### config.mk
export PLATFORM = sky130hd
export DESIGN_NAME = pkt_switch_core
export DESIGN_NICKNAME = d
export VERILOG_FILES = /design/src/rtl/switch_pkg.sv /design/src/rtl/pkt_fifo.sv /design/src/rtl/pkt_switch_core.sv
export SDC_FILE = /design/constraint.sdc
export NUM_CORES = 2
export LEC_CHECK = 0
export CORE_MARGIN = 3
export CORE_UTILIZATION = 40
export CTS_BUF_LIST = sky130_fd_sc_hd__clkbuf_16
export DETAILED_ROUTE_END_ITERATION = 12
export GPL_ROUTABILITY_DRIVEN = 1
export PLACE_DENSITY = 0.57
export SETUP_SLACK_MARGIN = 0.3
export SYNTH_ARGS = -nofsm -noshare
export SYNTH_HDL_FRONTEND = slang
export SYNTH_SLANG_ARGS = --single-unit
### constraint.sdc
create_clock -name clock -period 6.05 [get_ports clock]
set_input_delay 1.5125 -clock clock [delete_from_list [all_inputs] [get_ports clock]]
set_output_delay 1.5125 -clock clock [all_outputs]
set_load 0.02 [all_outputs]
### src/rtl/switch_pkg.sv
// Shared types and constants for the packet switch core.
package switch_pkg;

  typedef enum logic [1:0] {
    CAUSE_NOMATCH = 2'd0,
    CAUSE_NOSPACE = 2'd1,
    CAUSE_LEN     = 2'd2,
    CAUSE_FCS     = 2'd3
  } drop_cause_e;

  typedef enum logic [2:0] {
    ST_IDLE,
    ST_SA,
    ST_LEN,
    ST_BODY,
    ST_DISCARD
  } state_e;

  // Header byte offsets within a packet
  localparam int unsigned OFF_DA   = 0;
  localparam int unsigned OFF_SA   = 1;
  localparam int unsigned OFF_LEN  = 2;
  // DA + SA + LEN + FCS
  localparam int unsigned OVERHEAD = 4;

endpackage

### src/rtl/pkt_fifo.sv
// Per-port store-and-forward FIFO: writes are speculative until commit;
// rollback discards everything written since the last commit.
module pkt_fifo #(
  parameter int unsigned DATA_W     = 8,
  parameter int unsigned FIFO_DEPTH = 64,
  localparam int unsigned AW_F      = $clog2(FIFO_DEPTH),
  localparam int unsigned CW        = AW_F + 1
) (
  input  logic              clock,
  input  logic              reset,
  input  logic              wr_en,
  input  logic [DATA_W-1:0] wr_data,
  input  logic              commit,
  input  logic              rollback,
  input  logic              rd_en,
  output logic [DATA_W-1:0] rd_data,
  output logic [CW-1:0]     free_cnt,
  output logic [CW-1:0]     cmt_cnt
);

  logic [DATA_W-1:0] mem [FIFO_DEPTH];
  logic [CW-1:0]     wr_ptr;
  logic [CW-1:0]     cmt_ptr;
  logic [CW-1:0]     rd_ptr;
  logic              rd_fire;

  // Free space excludes both committed and speculative bytes
  assign cmt_cnt  = cmt_ptr - rd_ptr;
  assign free_cnt = CW'(FIFO_DEPTH) - (wr_ptr - rd_ptr);
  assign rd_fire  = rd_en && (cmt_cnt != '0);

  always_ff @(posedge clock) begin
    if (wr_en) begin
      mem[wr_ptr[AW_F-1:0]] <= wr_data;
    end
  end

  always_ff @(posedge clock) begin
    if (reset) begin
      wr_ptr  <= '0;
      cmt_ptr <= '0;
      rd_ptr  <= '0;
      rd_data <= '0;
    end else begin
      if (rollback) begin
        wr_ptr <= cmt_ptr;
      end else if (wr_en) begin
        wr_ptr <= wr_ptr + CW'(1);
      end
      if (commit) begin
        cmt_ptr <= wr_ptr;
      end
      if (rd_fire) begin
        rd_data <= mem[rd_ptr[AW_F-1:0]];
        rd_ptr  <= rd_ptr + CW'(1);
      end
    end
  end

endmodule

### src/rtl/pkt_switch_core.sv
// Packet switch core: address-table lookup, header/length/FCS checking
// and routing of byte-serial packets into per-port commit/rollback FIFOs.
module pkt_switch_core
  import switch_pkg::*;
#(
  parameter int unsigned NUM_PORTS  = 4,
  parameter int unsigned DATA_W     = 8,
  parameter int unsigned FIFO_DEPTH = 64,
  parameter int unsigned AW         = $clog2(NUM_PORTS)
) (
  input  logic                        clock,
  input  logic                        reset,
  input  logic                        mem_en,
  input  logic                        mem_rd_wr,
  input  logic [AW-1:0]               mem_add,
  input  logic [DATA_W-1:0]           mem_data,
  input  logic                        data_status,
  input  logic [DATA_W-1:0]           data_in,
  output logic [NUM_PORTS-1:0]        ready,
  input  logic [NUM_PORTS-1:0]        read,
  output logic [NUM_PORTS*DATA_W-1:0] data_out,
  output logic                        drop_pulse,
  output logic [1:0]                  drop_cause
);

  localparam int unsigned AW_F = $clog2(FIFO_DEPTH);
  localparam int unsigned CW   = AW_F + 1;
  localparam int unsigned LW   = ((DATA_W > CW) ? DATA_W : CW) + 1;

  logic [DATA_W-1:0]    tbl [NUM_PORTS];
  state_e               state;
  logic                 armed;
  logic [AW-1:0]        tgt;
  logic [LW-1:0]        cnt;
  logic [LW-1:0]        need_q;
  logic [DATA_W-1:0]    xr;
  drop_cause_e          cause_q;

  logic                 match_c;
  logic [AW-1:0]        match_idx_c;
  logic [LW-1:0]        need_c;
  logic                 nospace_c;
  logic [AW-1:0]        wr_port_c;
  logic                 wr_go_c;
  logic                 cm_go_c;
  logic                 rb_go_c;
  logic [NUM_PORTS-1:0] wr_en_c;
  logic [NUM_PORTS-1:0] commit_c;
  logic [NUM_PORTS-1:0] rollback_c;

  logic [CW-1:0]        free_cnt [NUM_PORTS];
  logic [CW-1:0]        cmt_cnt  [NUM_PORTS];

  // Lowest matching table index wins: scan from the top down
  always_comb begin
    match_c     = 1'b0;
    match_idx_c = '0;
    for (int i = NUM_PORTS - 1; i >= 0; i--) begin
      if (tbl[i] == data_in) begin
        match_c     = 1'b1;
        match_idx_c = AW'(i);
      end
    end
  end

  assign need_c    = LW'(data_in) + LW'(OVERHEAD);
  assign nospace_c = (need_c > LW'(FIFO_DEPTH)) || (need_c > LW'(free_cnt[tgt]));

  // FIFO strobes; the DA byte is written before the target is latched
  always_comb begin
    wr_go_c    = 1'b0;
    cm_go_c    = 1'b0;
    rb_go_c    = 1'b0;
    wr_port_c  = tgt;
    wr_en_c    = '0;
    commit_c   = '0;
    rollback_c = '0;
    case (state)
      ST_IDLE: begin
        if (armed && data_status && match_c) begin
          wr_go_c   = 1'b1;
          wr_port_c = match_idx_c;
        end
      end
      ST_SA: begin
        wr_go_c = data_status;
        rb_go_c = !data_status;
      end
      ST_LEN: begin
        wr_go_c = data_status && !nospace_c;
        rb_go_c = !data_status;
      end
      ST_BODY: begin
        if (data_status) begin
          wr_go_c = (cnt != need_q);
        end else if ((cnt == need_q) && (xr == '0)) begin
          cm_go_c = 1'b1;
        end else begin
          rb_go_c = 1'b1;
        end
      end
      ST_DISCARD: rb_go_c = !data_status;
      default: ;
    endcase
    for (int p = 0; p < NUM_PORTS; p++) begin
      wr_en_c[p]    = wr_go_c && (wr_port_c == AW'(p));
      commit_c[p]   = cm_go_c && (tgt == AW'(p));
      rollback_c[p] = rb_go_c && (tgt == AW'(p));
    end
  end

  always_ff @(posedge clock) begin
    if (reset) begin
      state      <= ST_IDLE;
      armed      <= 1'b0;
      tgt        <= '0;
      cnt        <= '0;
      need_q     <= '0;
      xr         <= '0;
      cause_q    <= CAUSE_NOMATCH;
      drop_pulse <= 1'b0;
      drop_cause <= 2'd0;
      for (int i = 0; i < NUM_PORTS; i++) begin
        tbl[i] <= DATA_W'(i);
      end
    end else begin
      drop_pulse <= 1'b0;
      if (mem_en && mem_rd_wr && (32'(mem_add) < NUM_PORTS)) begin
        tbl[mem_add] <= mem_data;
      end
      // A packet cut by reset is ignored until the line goes idle once
      if (!data_status) begin
        armed <= 1'b1;
      end
      case (state)
        ST_IDLE: begin
          if (armed && data_status) begin
            xr  <= data_in;
            cnt <= LW'(OFF_DA + 1);
            if (match_c) begin
              tgt   <= match_idx_c;
              state <= ST_SA;
            end else begin
              cause_q <= CAUSE_NOMATCH;
              state   <= ST_DISCARD;
            end
          end
        end
        ST_SA: begin
          if (data_status) begin
            xr    <= xr ^ data_in;
            cnt   <= LW'(OFF_SA + 1);
            state <= ST_LEN;
          end else begin
            drop_pulse <= 1'b1;
            drop_cause <= CAUSE_LEN;
            state      <= ST_IDLE;
          end
        end
        ST_LEN: begin
          if (!data_status) begin
            drop_pulse <= 1'b1;
            drop_cause <= CAUSE_LEN;
            state      <= ST_IDLE;
          end else if (nospace_c) begin
            cause_q <= CAUSE_NOSPACE;
            state   <= ST_DISCARD;
          end else begin
            xr     <= xr ^ data_in;
            cnt    <= LW'(OFF_LEN + 1);
            need_q <= need_c;
            state  <= ST_BODY;
          end
        end
        ST_BODY: begin
          if (data_status) begin
            if (cnt == need_q) begin
              cause_q <= CAUSE_LEN;
              state   <= ST_DISCARD;
            end else begin
              xr  <= xr ^ data_in;
              cnt <= cnt + LW'(1);
            end
          end else begin
            state <= ST_IDLE;
            if ((cnt != need_q) || (xr != '0)) begin
              drop_pulse <= 1'b1;
              drop_cause <= (cnt != need_q) ? CAUSE_LEN : CAUSE_FCS;
            end
          end
        end
        ST_DISCARD: begin
          if (!data_status) begin
            drop_pulse <= 1'b1;
            drop_cause <= cause_q;
            state      <= ST_IDLE;
          end
        end
        default: state <= ST_IDLE;
      endcase
    end
  end

  for (genvar p = 0; p < NUM_PORTS; p++) begin : g_port
    pkt_fifo #(
      .DATA_W     (DATA_W),
      .FIFO_DEPTH (FIFO_DEPTH)
    ) u_fifo (
      .clock    (clock),
      .reset    (reset),
      .wr_en    (wr_en_c[p]),
      .wr_data  (data_in),
      .commit   (commit_c[p]),
      .rollback (rollback_c[p]),
      .rd_en    (read[p]),
      .rd_data  (data_out[p*DATA_W +: DATA_W]),
      .free_cnt (free_cnt[p]),
      .cmt_cnt  (cmt_cnt[p])
    );
    assign ready[p] = (cmt_cnt[p] != '0);
  end

endmodule
* After elaboration in Yosys (flattened, before gate mapping) *
Memories as Yosys holds them, arrays and structs flattened. A register that Yosys moved wholly into a read port is not among the register bits.
Index checks and enable logic that the tools add are counted.

cells by class
  add/subtract/negate cells = 22
  order comparisons = 3
  eq/ne operators = 30
  muxes and demuxes = 86
  bitwise operators = 3
  reduce and logical (&&, ||, !) cells = 50

operator list
  cell                                                           number
  2-to-1 mux 7 bit                                               10
  adder 7 x 1 -> 7 bit, second input constant                    8
  2-to-1 mux 8 bit                                               7
  subtractor 7 bit                                               8
  2-to-1 mux 9 bit                                               6
  2-to-1 mux 2 bit                                               18
  case mux 9 bit (4 select lines)                                1
  == test 8 bit                                                  4
  case mux 8 bit (4 select lines)                                1
  2-to-1 mux 1 bit                                               29
  nonzero test 7 bit                                             4
  subtractor 7 bit, first input constant                         4
  != test 2 bit, second input constant                           13
  logical AND 1 bit                                              21
  2-to-1 mux 3 bit                                               7
  case mux 3 bit (5 select lines)                                1
  binary-select mux 7 bit (select 2 bit)                         1
  AND reduction 7 bit                                            2
  case mux 2 bit (3 select lines)                                2
  adder 8 x 3 -> 9 bit, second input constant                    1
  adder 9 x 1 -> 9 bit, second input constant                    1
  == test 9 bit                                                  1
  greater-than comparator 9 x 7 -> 1 bit                         1
  greater-than comparator 9 x 7 -> 1 bit, second input constant  1
  27 further kinds                                               42

storage, ports and cells
  register bits = 121
  bits in writable memories = 2080
  bits of input ports = 27
  output and inout port bits = 39
  logic and storage cells = 220
  memories = 5

memory list
  name                  words  bits a word  read ports  clocked after Yosys merged registers in  write ports  RTL line               RTL
  g_port[0].u_fifo.mem  64     8            1           1                                        1            pkt_fifo.sv:21         logic [DATA_W-1:0] mem [FIFO_DEPTH];
  g_port[1].u_fifo.mem  64     8            1           1                                        1            pkt_fifo.sv:21
  g_port[2].u_fifo.mem  64     8            1           1                                        1            pkt_fifo.sv:21
  g_port[3].u_fifo.mem  64     8            1           1                                        1            pkt_fifo.sv:21
  tbl                   4      8            4           0                                        4            pkt_switch_core.sv:30  logic [DATA_W-1:0] tbl [NUM_PORTS];

* Longest topological paths before layout *
  word-level depth = 13
  mapped depth = 26
  depth with buffers taken out = 20

* By module *
Synthesis repeated with hierarchy kept, for this count alone.

unflattened totals
  cells, all modules = 4927
  area total of the unflattened synthesis = 90088.9 sq um

by module, submodules not included
  module                            times used  cells an instance  area an instance (sq um)  sequential area each (sq um)
  pkt_fifo at g_port[1].u_fifo ...  2           1127               21520.6                   15955.3
  pkt_fifo at g_port[3].u_fifo      1           1130               21478.1                   15955.3
  pkt_fifo at g_port[0].u_fifo      1           1105               21438.1                   15955.3
  pkt_switch_core                   1           438                4131.5                    1701.6

* Worst setup path after synthesis *
No wires, ideal clock.

  kind = reg-to-reg
  start point = register g_port[3].u_fifo.rd_ptr[0]
  end point = memory g_port[1].u_fifo.mem[11][0] (enable)
  setup time = 0.395 ns
  arrival time = 6.255 ns
  data required time = 5.655 ns
  slack = -0.600 ns
  cell stages (with the launch flop) = 26
  path buffers = 6
  period minus slack after synthesis = 6.650 ns
  cells stage by stage = dfxtp_1 > clkbuf_1 > buf_2 > buf_2 > clkbuf_1 > inv_1 > ha_1 > inv_1 > ha_1 > inv_1 > fa_1 > inv_1 > a21o_1 > a21oi_1 > xor2_1 > mux4_2 > ha_1 > a211oi_1 > o21ai_0 > o221a_2 > or3_4 > a221oi_2 > nor2_1 > buf_2 > buf_1 > nor4_1

between the ends
  word-level cells in the longest chain between the ends = 13

RTL lines
  element                                               RTL line                RTL
  start: declaration                                    pkt_fifo.sv:24          logic [CW-1:0] rd_ptr;
  start signal: assignment                              pkt_fifo.sv:55          rd_ptr <= rd_ptr + CW'(1);
  subtractor 7 bit (2 in series)                        pkt_fifo.sv:29          assign free_cnt = CW'(FIFO_DEPTH) - (wr_ptr - rd_ptr);
  binary-select mux 7 bit (select 2 bit)                pkt_switch_core.sv:67   assign nospace_c = (need_c > LW'(FIFO_DEPTH)) || (need_c > LW'(free_cnt[tgt]));
  2-to-1 mux 7 bit (implied by the code) (2 in series)  pkt_switch_core.sv:67
  greater-than comparator 9 x 7 -> 1 bit                pkt_switch_core.sv:67
  logical OR 1 bit                                      pkt_switch_core.sv:67
  zero test 1 bit                                       pkt_switch_core.sv:90   wr_go_c = data_status && !nospace_c;
  logical AND 1 bit                                     pkt_switch_core.sv:90
  case mux 1 bit (4 select lines)                       pkt_switch_core.sv:78   case (state)
  logical AND 1 bit                                     pkt_switch_core.sv:106  wr_en_c[p] = wr_go_c && (wr_port_c == AW'(p));
  2-to-1 mux 1 bit                                      pkt_fifo.sv:33          if (wr_en) begin
  2-to-1 mux 1 bit (implied by the code)                pkt_fifo.sv:34          mem[wr_ptr[AW_F-1:0]] <= wr_data;
  end: declaration                                      pkt_fifo.sv:21

Every way passes these cells. The select of a mux whose other input is x is not followed.

* Worst setup path in the final report *
  start point = register g_port[3].u_fifo.rd_ptr[2]
  end point = output port ready[3]

between the ends
  word-level cells in the longest chain between the ends = 2

RTL lines
  element             RTL line                RTL
  subtractor 7 bit    pkt_fifo.sv:28          assign cmt_cnt = cmt_ptr - rd_ptr;
  nonzero test 7 bit  pkt_switch_core.sv:220  assign ready[p] = (cmt_cnt[p] != '0);
  end: declaration    pkt_switch_core.sv:19   output logic [NUM_PORTS-1:0] ready,

Every way passes these cells.

==> run metrics <==
status=finished clean; Yosys reg bits=2233; power share of the combinational group=0.185; sequential power share=0.451; Pwr Density=362 nW/um2; Fmax=181 MHz; Final Power=37900 uW; min-delay worst type=flip-flop to flip-flop; clk sinks=2233; critical path type=flip-flop to primary output; Netlist Area Pre-Place=89700 um2; slew margin rel.=0.225; Clock Pin Slew Worst Setup and Hold Paths=0.06 ns; most frequent cells in the layout=edfxtp_1, mux4_2, buf_4, nor2_1, clkbuf_16; Clk Latency, worst-skew pair=0.86 ns; sequential area share after synthesis=0.731; initial antenna violation count=11; clock share of power=0.364; core region area=223000 um2; DR vias=45000; First-pass DRT Iterations=6; cell count of the worst reg-to-reg path=20; final worst clock skew=0.0310 ns; layout cells sized above 1=0.292; CTS root buffer=clkbuf_16; Starting Density=0.403; I/O Buffers=65; Cell Rows=173; clk buf depth=3; # IOs=66; ys flop type=edfxtp_1; syn avg cell area=19.8 um2; CTS H-tree depth=4; CP arrival=4.02 ns; GRT Total Usage=0.193; CP Max Fanout=36; WL per Instance=27.3 um; Detailed Route Iter0 Violations=4492; Hold Path Depth=2; CTS Hold Bufs=0; vias in the first global route=45500; Max-cap violations=0; largest net degree at the start of global routing=172; drc violations=0; Lkg Pwr=0.0330 uW; die height=480 um; Synth async-reset ratio=0; Post-synth EDFFs=2080; aggregate global routing overflow=0; Slew Viols, Final=0; drt via density=5.53; RSZ-0062 raised after global routing=yes; CTS tree=done; internal power=28400 uW; first-pass GRT wire length=327000 um; Layout area overhead=16.7%; Required @ worst endpoint=4.54 ns; Least-Margin Pin Slew=1.16 ns; Nets=5071; leading cell type in the layout, fill and taps excluded=edfxtp_1; total die area=230000 um2; # setup viols final=0; min Tclk post-route=5.54 ns; Unique masters post-synth=61; CTS buffer count=226; Final Hold Violating Endpoints=0; Synthesis Warnings=0; Routed Antenna Nets=0; Final GP Congestion=0.826; DP HPWL=136000 um; Final TNS setup=0 ns; Die X=480 um; Period Utilization, post-route=0.915; CP Launch Type=flip-flop; Mapped Nets=4641; CP Capture Type=primary output; Switch Pwr=9540 uW; sw frac=0.252; Detailed Route WL=222000 um; Post-Synthesis Cells=4524; VDD IR max=0.000330 V
metrics by stage:
step | area [um2] | worst slack [ns] | hold WS [ns] | utilization | std cells
floorplan | 90300 | 0.245 | 0.444 | - | 4524
global placement | 97000 | 0.482 | 0.460 | 0.436 | 7693
detailed placement | 97000 | 0.405 | 0.465 | 0.436 | 7693
CTS | 105000 | 0.196 | 0.476 | 0.470 | 8121
global route | 105000 | 0.282 | 0.501 | 0.471 | 8130
finish | 105000 | 0.513 | 0.472 | 0.471 | 8131
routing by layer:
layer / routed length [um] / GRT usage / vias up
met4: 4090 / 0.0421 / 6
met1: 98500 / 0.283 / 23900
met5: 42 / 0 / -
li1: - / - / 19400
met2: 107000 / 0.307 / 1442
met3: 13100 / 0.0305 / 264
sequential cells by signal, summed over array words and instances, names as in the netlist, 9 cells and up:
| register | flops |
|---|---|
| tbl | 32 |
| cnt | 9 |
| g_port.u_fifo.mem | 2048 |
| g_port.u_fifo.rd_ptr | 28 |
| g_port.u_fifo.cmt_ptr | 28 |
| g_port.u_fifo.wr_ptr | 28 |
| need_q | 9 |
| g_port.u_fifo.rd_data | 32 |
worst max-delay path, stage by stage, from the launching register on:
cell	delay, ns
dfxtp_2	0.33
buf_4	0.51
inv_1	0.16
ha_1	0.36
o21a_1	0.12
or4_1	0.47
a211oi_1	0.40
o31ai_4	0.22
clkdlybuf4s50_1	0.58
synth_stat cells, types with 3 or more instances:
cell type / number / share of area
xor2_1: 48 / 0.0047
or2_2: 9 / 0.00063
inv_2: 7 / 0.00029
nor4b_1: 3 / 0.00029
nand2b_1: 5 / 0.00035
a21o_1: 9 / 0.00075
mux4_2: 663 / 0.17
and3b_1: 4 / 0.00039
buf_1: 43 / 0.0018
nor2b_1: 10 / 0.00070
nor2_1: 387 / 0.016
ha_1: 86 / 0.012
or3_1: 33 / 0.0023
o2111ai_1: 4 / 0.00039
o211ai_1: 15 / 0.0013
a311oi_1: 10 / 0.00098
o21a_1: 8 / 0.00067
or4_1: 28 / 0.0023
a31oi_1: 19 / 0.0013
nor3_1: 16 / 0.00089
edfxtp_1: 2080 / 0.70
o21bai_1: 5 / 0.00042
buf_2: 24 / 0.0013
a211oi_1: 19 / 0.0016
dfxtp_1: 153 / 0.034
nand4_1: 20 / 0.0014
nand2_1: 139 / 0.0058
mux2i_1: 69 / 0.0077
inv_1: 74 / 0.0031
nand3_1: 56 / 0.0031
xnor2_1: 60 / 0.0059
nor4_1: 27 / 0.0019
and3_1: 35 / 0.0024
clkbuf_1: 187 / 0.0078
and2_1: 33 / 0.0023
clkinv_1: 3 / 0.00013
o21ai_0: 33 / 0.0018
fa_1: 4 / 0.00089
o311ai_1: 3 / 0.00029
o31ai_1: 9 / 0.00075
a21oi_1: 59 / 0.0033
kinds of logic (layout without fill, tap and decap cells):
kind of cell             after synthesis  after routing  synth area share
other                                  0              4                 0
multiplexers                         733            733             0.174
XOR/XNOR                             108            108            0.0105
AND/OR/NAND/NOR                      809            810            0.0415
flip-flops                          2233           2233             0.731
AO/OA/AOI/OAI                        212            212            0.0156
adder cells (fa/ha/maj)               90             90            0.0129
buffers and inverters                339            966            0.0146
worst paths after layout:
check,from,endpoint,slack (ns)
worst max register to register,g_port[3].u_fifo.wr_ptr[3],g_port[1].u_fifo.mem[8][1],0.55
worst min register to register,need_q[1],need_q[1],0.47
worst max-delay path,g_port[3].u_fifo.rd_ptr[2],ready[3],0.51
worst min-delay path,need_q[1],need_q[1],0.47
final cells by class:
type	instances	area [um2]
Clock inverter	197	1640
Inverter	84	315
Clock buffer	229	5730
Timing Repair Buffer	456	4190
Tap cell	2975	3720
Sequential cell	2233	65600
Fill cell	18500	118000
Antenna cell	4	10.0
Multi-Input combinational cell	1953	23500
power groups by stage:
stage	Combinational (uW)	Sequential [uW]	Clock, uW
2_1_floorplan	4750	17400	0
3_3_place_gp	7030	17400	0
3_5_place_dp	7050	17400	0
4_1_cts	7130	17100	14100
5_1_grt	7510	17100	14800
6_report	7030	17100	13800
what timing repair did:
action | CTS | global route
resized for setup | 4 | 21
gates cloned | 2 | 3
pin swaps | 0 | 4
setup buffers | 0 | 3
setup endpoints to repair | 3 | 1153
Power figures use the tool's default switching activity.
